`src/rtl/mul_chunk_seq_if.sv`:
```
// Handshake and data bundle between the execute stage and the chunked multiplier.
// The master drives operands and consumes results, and the slave is the multiplier.
interface mul_chunk_seq_if #(
  parameter int WIDTH = 32
);
  logic               in_valid;
  logic               in_ready;
  logic [1:0]         op;
  logic [WIDTH-1:0]   a;
  logic [WIDTH-1:0]   b;
  logic               out_valid;
  logic               out_ready;
  logic [WIDTH-1:0]   result;
  logic [2*WIDTH-1:0] product;

  modport master (
    output in_valid, op, a, b, out_ready,
    input  in_ready, out_valid, result, product
  );

  modport slave (
    input  in_valid, op, a, b, out_ready,
    output in_ready, out_valid, result, product
  );
endinterface

```
`src/rtl/mul_chunk_seq.sv`:
```
// Sequential RV32M-style multiplier. Operands are reduced to magnitudes and cut
// into CHUNK-bit slices. One slice-by-slice partial product is accumulated per
// cycle, and the sign is applied once at the end.
module mul_chunk_seq #(
  parameter int WIDTH = 32,
  parameter int CHUNK = 16
) (
  input  logic           clk,
  input  logic           rst_n,
  input  logic           flush,
  mul_chunk_seq_if.slave bus
);

  localparam int N  = WIDTH / CHUNK;
  localparam int P  = N * N;
  localparam int KW = (P > 1) ? $clog2(P) : 1;
  localparam int W2 = 2 * WIDTH;
  localparam int C2 = 2 * CHUNK;

  localparam logic [1:0] OP_MUL    = 2'd0;
  localparam logic [1:0] OP_MULH   = 2'd1;
  localparam logic [1:0] OP_MULHSU = 2'd2;

  typedef enum logic [1:0] {IDLE, CALC, FIX, DONE} state_t;

  state_t           state, state_nxt;
  logic [1:0]       op_q;
  logic [WIDTH-1:0] a_mag, b_mag;
  logic             neg_q;
  logic [W2-1:0]    acc;
  logic [KW-1:0]    k;
  logic [W2-1:0]    product_q;
  logic [WIDTH-1:0] result_q;
  logic             out_valid_q;

  // Operand decode at acceptance. The magnitude of the most negative value still
  // fits in WIDTH bits when it is read as unsigned.
  logic             a_signed, b_signed, a_neg, b_neg;
  logic [WIDTH-1:0] a_abs, b_abs;
  assign a_signed = (bus.op == OP_MULH) || (bus.op == OP_MULHSU);
  assign b_signed = (bus.op == OP_MULH);
  assign a_neg    = a_signed & bus.a[WIDTH-1];
  assign b_neg    = b_signed & bus.b[WIDTH-1];
  assign a_abs    = a_neg ? -bus.a : bus.a;
  assign b_abs    = b_neg ? -bus.b : bus.b;

  // Partial product for step k = i*N + j: |a| slice j times |b| slice i, weighted by CHUNK*(i+j).
  logic [KW-1:0]    i_idx, j_idx;
  logic [CHUNK-1:0] a_sl, b_sl;
  logic [C2-1:0]    pp;
  logic [W2-1:0]    pp_term;
  assign i_idx   = k / KW'(N);
  assign j_idx   = k % KW'(N);
  assign a_sl    = CHUNK'(a_mag >> (CHUNK * int'(j_idx)));
  assign b_sl    = CHUNK'(b_mag >> (CHUNK * int'(i_idx)));
  assign pp      = C2'(a_sl) * C2'(b_sl);
  assign pp_term = W2'(pp) << (CHUNK * (int'(i_idx) + int'(j_idx)));

  // Signed fix-up of the finished magnitude product.
  logic [W2-1:0] prod_fix;
  assign prod_fix = neg_q ? -acc : acc;

  // State register.
  // NOTE: sequential state is updated with non-blocking assignments so that every flop samples pre-edge values.
  always_ff @(posedge clk or negedge rst_n) begin
    if (!rst_n) state <= IDLE;
    else        state <= state_nxt;
  end

  // Next-state logic. A flush overrides every transition.
  // NOTE: the default assigned first keeps this block free of inferred latches.
  always_comb begin
    state_nxt = state;
    case (state)
      IDLE:    if (bus.in_valid) state_nxt = CALC;
      CALC:    if (k == KW'(P - 1)) state_nxt = FIX;
      FIX:     state_nxt = DONE;
      DONE:    if (bus.out_ready) state_nxt = IDLE;
      default: state_nxt = IDLE;
    endcase
    if (flush) state_nxt = IDLE;
  end

  // Datapath: latch operands, accumulate partial products, register the result.
  // NOTE: these are plain flops rather than memory, so every one of them is cleared by reset.
  always_ff @(posedge clk or negedge rst_n) begin
    if (!rst_n) begin
      op_q        <= '0;
      a_mag       <= '0;
      b_mag       <= '0;
      neg_q       <= 1'b0;
      acc         <= '0;
      k           <= '0;
      product_q   <= '0;
      result_q    <= '0;
      out_valid_q <= 1'b0;
    end else if (flush) begin
      out_valid_q <= 1'b0;
    end else begin
      case (state)
        IDLE: if (bus.in_valid) begin
          op_q  <= bus.op;
          a_mag <= a_abs;
          b_mag <= b_abs;
          neg_q <= a_neg ^ b_neg;
          acc   <= '0;
          k     <= '0;
        end
        CALC: begin
          acc <= acc + pp_term;
          k   <= (k == KW'(P - 1)) ? '0 : k + KW'(1);
        end
        FIX: begin
          product_q   <= prod_fix;
          result_q    <= (op_q == OP_MUL) ? prod_fix[WIDTH-1:0] : prod_fix[W2-1:WIDTH];
          out_valid_q <= 1'b1;
        end
        DONE: if (bus.out_ready) out_valid_q <= 1'b0;
        default: ;
      endcase
    end
  end

  assign bus.in_ready  = (state == IDLE);
  assign bus.out_valid = out_valid_q;
  assign bus.result    = result_q;
  assign bus.product   = product_q;

endmodule

```
`src/flat_wrapper.sv`:
```
// flat-port wrapper written by rule: the top's interface ports become plain ports
module mul_chunk_seq_flat 
#(
  parameter int WIDTH = 32,
  parameter int CHUNK = 16
)
  (clk, rst_n, flush, bus_in_valid, bus_op, bus_a, bus_b, bus_out_ready, bus_in_ready, bus_out_valid, bus_result, bus_product);
  mul_chunk_seq_if #(.WIDTH(WIDTH)) bus_i ();
  input  logic clk;
  input  logic rst_n;
  input  logic flush;
  input wire logic [$bits(bus_i.in_valid)-1:0] bus_in_valid;
  input wire logic [$bits(bus_i.op)-1:0] bus_op;
  input wire logic [$bits(bus_i.a)-1:0] bus_a;
  input wire logic [$bits(bus_i.b)-1:0] bus_b;
  input wire logic [$bits(bus_i.out_ready)-1:0] bus_out_ready;
  output wire logic [$bits(bus_i.in_ready)-1:0] bus_in_ready;
  output wire logic [$bits(bus_i.out_valid)-1:0] bus_out_valid;
  output wire logic [$bits(bus_i.result)-1:0] bus_result;
  output wire logic [$bits(bus_i.product)-1:0] bus_product;
  assign bus_i.in_valid = bus_in_valid;
  assign bus_i.op = bus_op;
  assign bus_i.a = bus_a;
  assign bus_i.b = bus_b;
  assign bus_i.out_ready = bus_out_ready;
  assign bus_in_ready = bus_i.in_ready;
  assign bus_out_valid = bus_i.out_valid;
  assign bus_result = bus_i.result;
  assign bus_product = bus_i.product;
  mul_chunk_seq #(.WIDTH(WIDTH), .CHUNK(CHUNK)) u_core (.clk(clk), .rst_n(rst_n), .flush(flush), .bus(bus_i));
endmodule
```
`config.mk`:
```
export PLATFORM = sky130hd
export DESIGN_NAME = mul_chunk_seq_flat
export DESIGN_NICKNAME = d
export VERILOG_FILES = /design/src/rtl/mul_chunk_seq_if.sv /design/src/rtl/mul_chunk_seq.sv /design/src/flat_wrapper.sv
export SDC_FILE = /design/constraint.sdc
export NUM_CORES = 1
export LEC_CHECK = 0
export ABC_AREA = 1
export CAP_MARGIN = 15
export CELL_PAD_IN_SITES_DETAIL_PLACEMENT = 0
export CELL_PAD_IN_SITES_GLOBAL_PLACEMENT = 1
export CORE_UTILIZATION = 35
export CTS_BUF_LIST = sky130_fd_sc_hd__clkbuf_4
export CTS_CLUSTER_DIAMETER = 50
export CTS_CLUSTER_SIZE = 10
export DETAILED_ROUTE_END_ITERATION = 10
export PLACE_DENSITY_LB_ADDON = 0.1
export SLEW_MARGIN = 10
export SYNTH_ARGS = -nofsm -noshare
export SYNTH_HDL_FRONTEND = slang
export SYNTH_SLANG_ARGS = --single-unit
```
`constraint.sdc`:
```
create_clock -name clk -period 10.04 [get_ports clk]
set_input_delay 1.004 -clock clk [delete_from_list [all_inputs] [get_ports clk]]
set_output_delay 1.004 -clock clk [all_outputs]
set_load 0.02 [all_outputs]
```
==> summary.md <==
| Metric | Value |
|---|---|
| Share of the yosys chip area belonging to registers | `0.218` |
| Nets | `4544` |
| Fmax | `108 MHz` |
| RSZ-0062 raised after global routing | `false` |
| Placed insts | `5021` |
| Crit-path most repeated cell | `fa_1` |
| H-tree Lvls | `2` |
| Maxcap violations | `0` |
| Post-synthesis net count | `4343` |
| Root Buffer | `clkbuf_4` |
| Global Route Usage Sum | `0.284` |
| Initial Utilization | `0.356` |
| Syn_area_per_cell | `6.82 sq um` |
| Overflow after GRT | `0` |
| Worst clock skew | `0.0922 ns` |
| Post_cts resized | `0` |
| Final hold violations | `0` |
| Primary FF master, synth | `dfrtp_1` |
| Crit path DAT | `9.97 ns` |
| Hold_buf cts | `0` |
| Worst rel slew slack | `0.365` |
| Mapped Cells | `3900` |
| Area after DPL | `29800 sq um` |
| Critical path endpoint category | `flip-flop` |
| Non-Filler Instances | `5107` |
| First-pass GRT wire length | `165000 um` |
| Latest clock arrival within the worst-skew pair | `0.86 ns` |
| Yosys warns | `0` |
| Layout cells sized above 1 | `0.0566` |
| Most frequent cells in the layout | `nand2_1 (1008), inv_1 (574), nor2_1 (540), o21ai_0 (290), dfrtp_1 (231)` |
| Final Cell Area | `30500 sq um` |
| Post-CTS setup buffer count | `0` |
| DR iter-0 viols | `2363` |
| Vias | `26361` |
| Routed wire length | `109000 um` |
| Final HPWL DP | `89300 um` |
| DR vias/cell | `5.16` |
| Post-synth ARST share | `1.00` |
| GP Congestion | `0.978` |
| Hold Path Class | `in -> async` |
| Commonest non-fill, non-tap cell in the layout | `nand2_1` |
| CTS tree | `yes` |
| # IOs | `169` |
| EDFF count, synth | `0` |
| Worst EP required | `10.73 ns` |
| TritonRoute pass-1 iters | `6` |
| Setup violators final | `0` |
| Worst-path clk slew | `0.10 ns` |
| Post-route setup TNS | `0 ns` |
| Clk buf depth | `3` |
| Core area | `74800 sq um` |
| Antenna Violating Nets Remaining | `0` |
| Largest net degree at the start of global routing | `134` |
| Slew @ Worst Pin | `0.953 ns` |
| Initial antenna violation count | `2` |
| Largest fanout on the critical path | `24` |
| Die Width | `278 um` |
| Slew Limit Fails | `0` |
| DRC | `0` |
| Syn Std Cell Area | `26600 sq um` |
| Port Buffer Count | `168` |
| Run status | `finished, final reports clean` |
| CP Class | `reg -> reg` |
| Clock sink count | `232` |
| CTS Buf Count | `47` |
| Final period demand of the worst path | `9.27 ns` |
| Slowest cell delay on critical path | `0.63 ns` |
| WL/cell | `21.2 um` |
| Tcrit/Tclk final | `0.923` |
| #FFs+latches synth | `232` |
| Area growth from synthesis to layout | `14.7%` |
| Number of global-route vias before repair | `26138` |
| Die H | `278 um` |
| Cell variety after synth | `58` |
| Element type at the critical path start | `flip-flop` |
| Die ar. | `77100 sq um` |
| Crit-path slowest cell | `o21ai_1` |
| Rows | `100` |
==> path summary, 6_finish.rpt <==
kind                                                   start  cells past startpoint  slack [ns]                                 to
setup / recovery                     u_core.k[0]$_DFFE_PN0P_                     35        0.77         u_core.acc[56]$_DFFE_PN0P_
hold / removal                                         rst_n                      1        0.22  u_core.bus.product[6]$_DFFE_PN0P_
setup reg to reg                     u_core.k[0]$_DFFE_PN0P_                     35        0.77         u_core.acc[56]$_DFFE_PN0P_
hold reg to reg            u_core.bus.product[4]$_DFFE_PN0P_                      2        0.49  u_core.bus.product[4]$_DFFE_PN0P_
max in group asynchronous                              rst_n                      2        8.47           u_core.neg_q$_DFFE_PN0P_
min in group clk           u_core.bus.product[4]$_DFFE_PN0P_                      2        0.49  u_core.bus.product[4]$_DFFE_PN0P_
==> cells in the mapped netlist, types with 9 or more instances <==
library cell / n / area share
nand2_1: 1009 / 0.14
inv_1: 574 / 0.081
nor2_1: 541 / 0.076
o21ai_0: 291 / 0.055
dfrtp_1: 232 / 0.22
fa_1: 195 / 0.15
ha_1: 177 / 0.083
nand3_1: 167 / 0.031
a21oi_1: 162 / 0.030
xor2_1: 90 / 0.030
clkbuf_1: 87 / 0.012
o21ai_1: 44 / 0.0083
nor3_1: 37 / 0.0070
nand4_1: 36 / 0.0085
a31oi_1: 31 / 0.0073
or2_2: 30 / 0.0071
xnor2_1: 22 / 0.0072
o21bai_1: 21 / 0.0059
o22ai_1: 20 / 0.0047
a21o_1: 16 / 0.0045
clkinv_1: 11 / 0.0016
nor4_1: 10 / 0.0024
buf_2: 9 / 0.0017
nand3b_1: 9 / 0.0025
==> worst max-delay path, delay by kind of cell, from the launching register on <==
kind / cells / cell delay, ns
adders and majority gates: 8 / 3.85
AOI/OAI and AO/OA: 8 / 2.39
and+or+nand+nor: 13 / 1.81
buffers and inverters: 6 / 0.70
DFF: 1 / 0.39
==> area by class of cell <==
class	count	area, sq um
antenna	1	2.50
clock inverter	34	338
multi-input combinational	2979	18200
inverter	588	2210
tap	969	1210
sequential	232	5810
clock buffer	51	383
fill	8183	44300
timing repair buffer	253	2340
==> metal layers <==
layer	part of all wire	vias up	wire length [um]	GRT usage
li1	-	12764	-	-
met1	0.49	12572	53400	0.427
met2	0.41	890	44300	0.411
met3	0.075	133	8180	0.0558
met4	0.024	2	2590	0.0691
met5	0.00012	-	13	0
==> registers in the layout, indices dropped and copies added, names as in the netlist <==
name                  count
u_core.acc               64
u_core.bus.product       64
u_core.a_mag             32
u_core.b_mag             32
u_core.bus.result        32
u_core.k                  2
u_core.op_q               2
u_core.state              2
u_core.bus.out_valid      1
u_core.neg_q              1
==> kinds of logic after synthesis <==
group | after synthesis | share of synthesized area
AND/OR/NAND/NOR | 1868 | 0.288
multiplexers | 1 | 0.000376
flip-flops | 232 | 0.218
buffers and inverters | 689 | 0.0976
XOR/XNOR | 114 | 0.0381
adder cells (fa/ha/maj) | 372 | 0.230
AO/OA/AOI/OAI | 624 | 0.128
==> stage by stage <==
stage          hold slack [ns]  worst slack (ns)   util
2_1_floorplan            0.442              2.22      -
3_3_place_gp             0.460             0.967  0.398
3_5_place_dp             0.466             0.893  0.398
4_1_cts                  0.204             0.879  0.408
5_1_grt                  0.248             0.266  0.408
6_report                 0.219             0.769  0.408
Power is not shown: default switching activity piles up to over one toggle a cycle in this logic, so the estimate is an artifact.
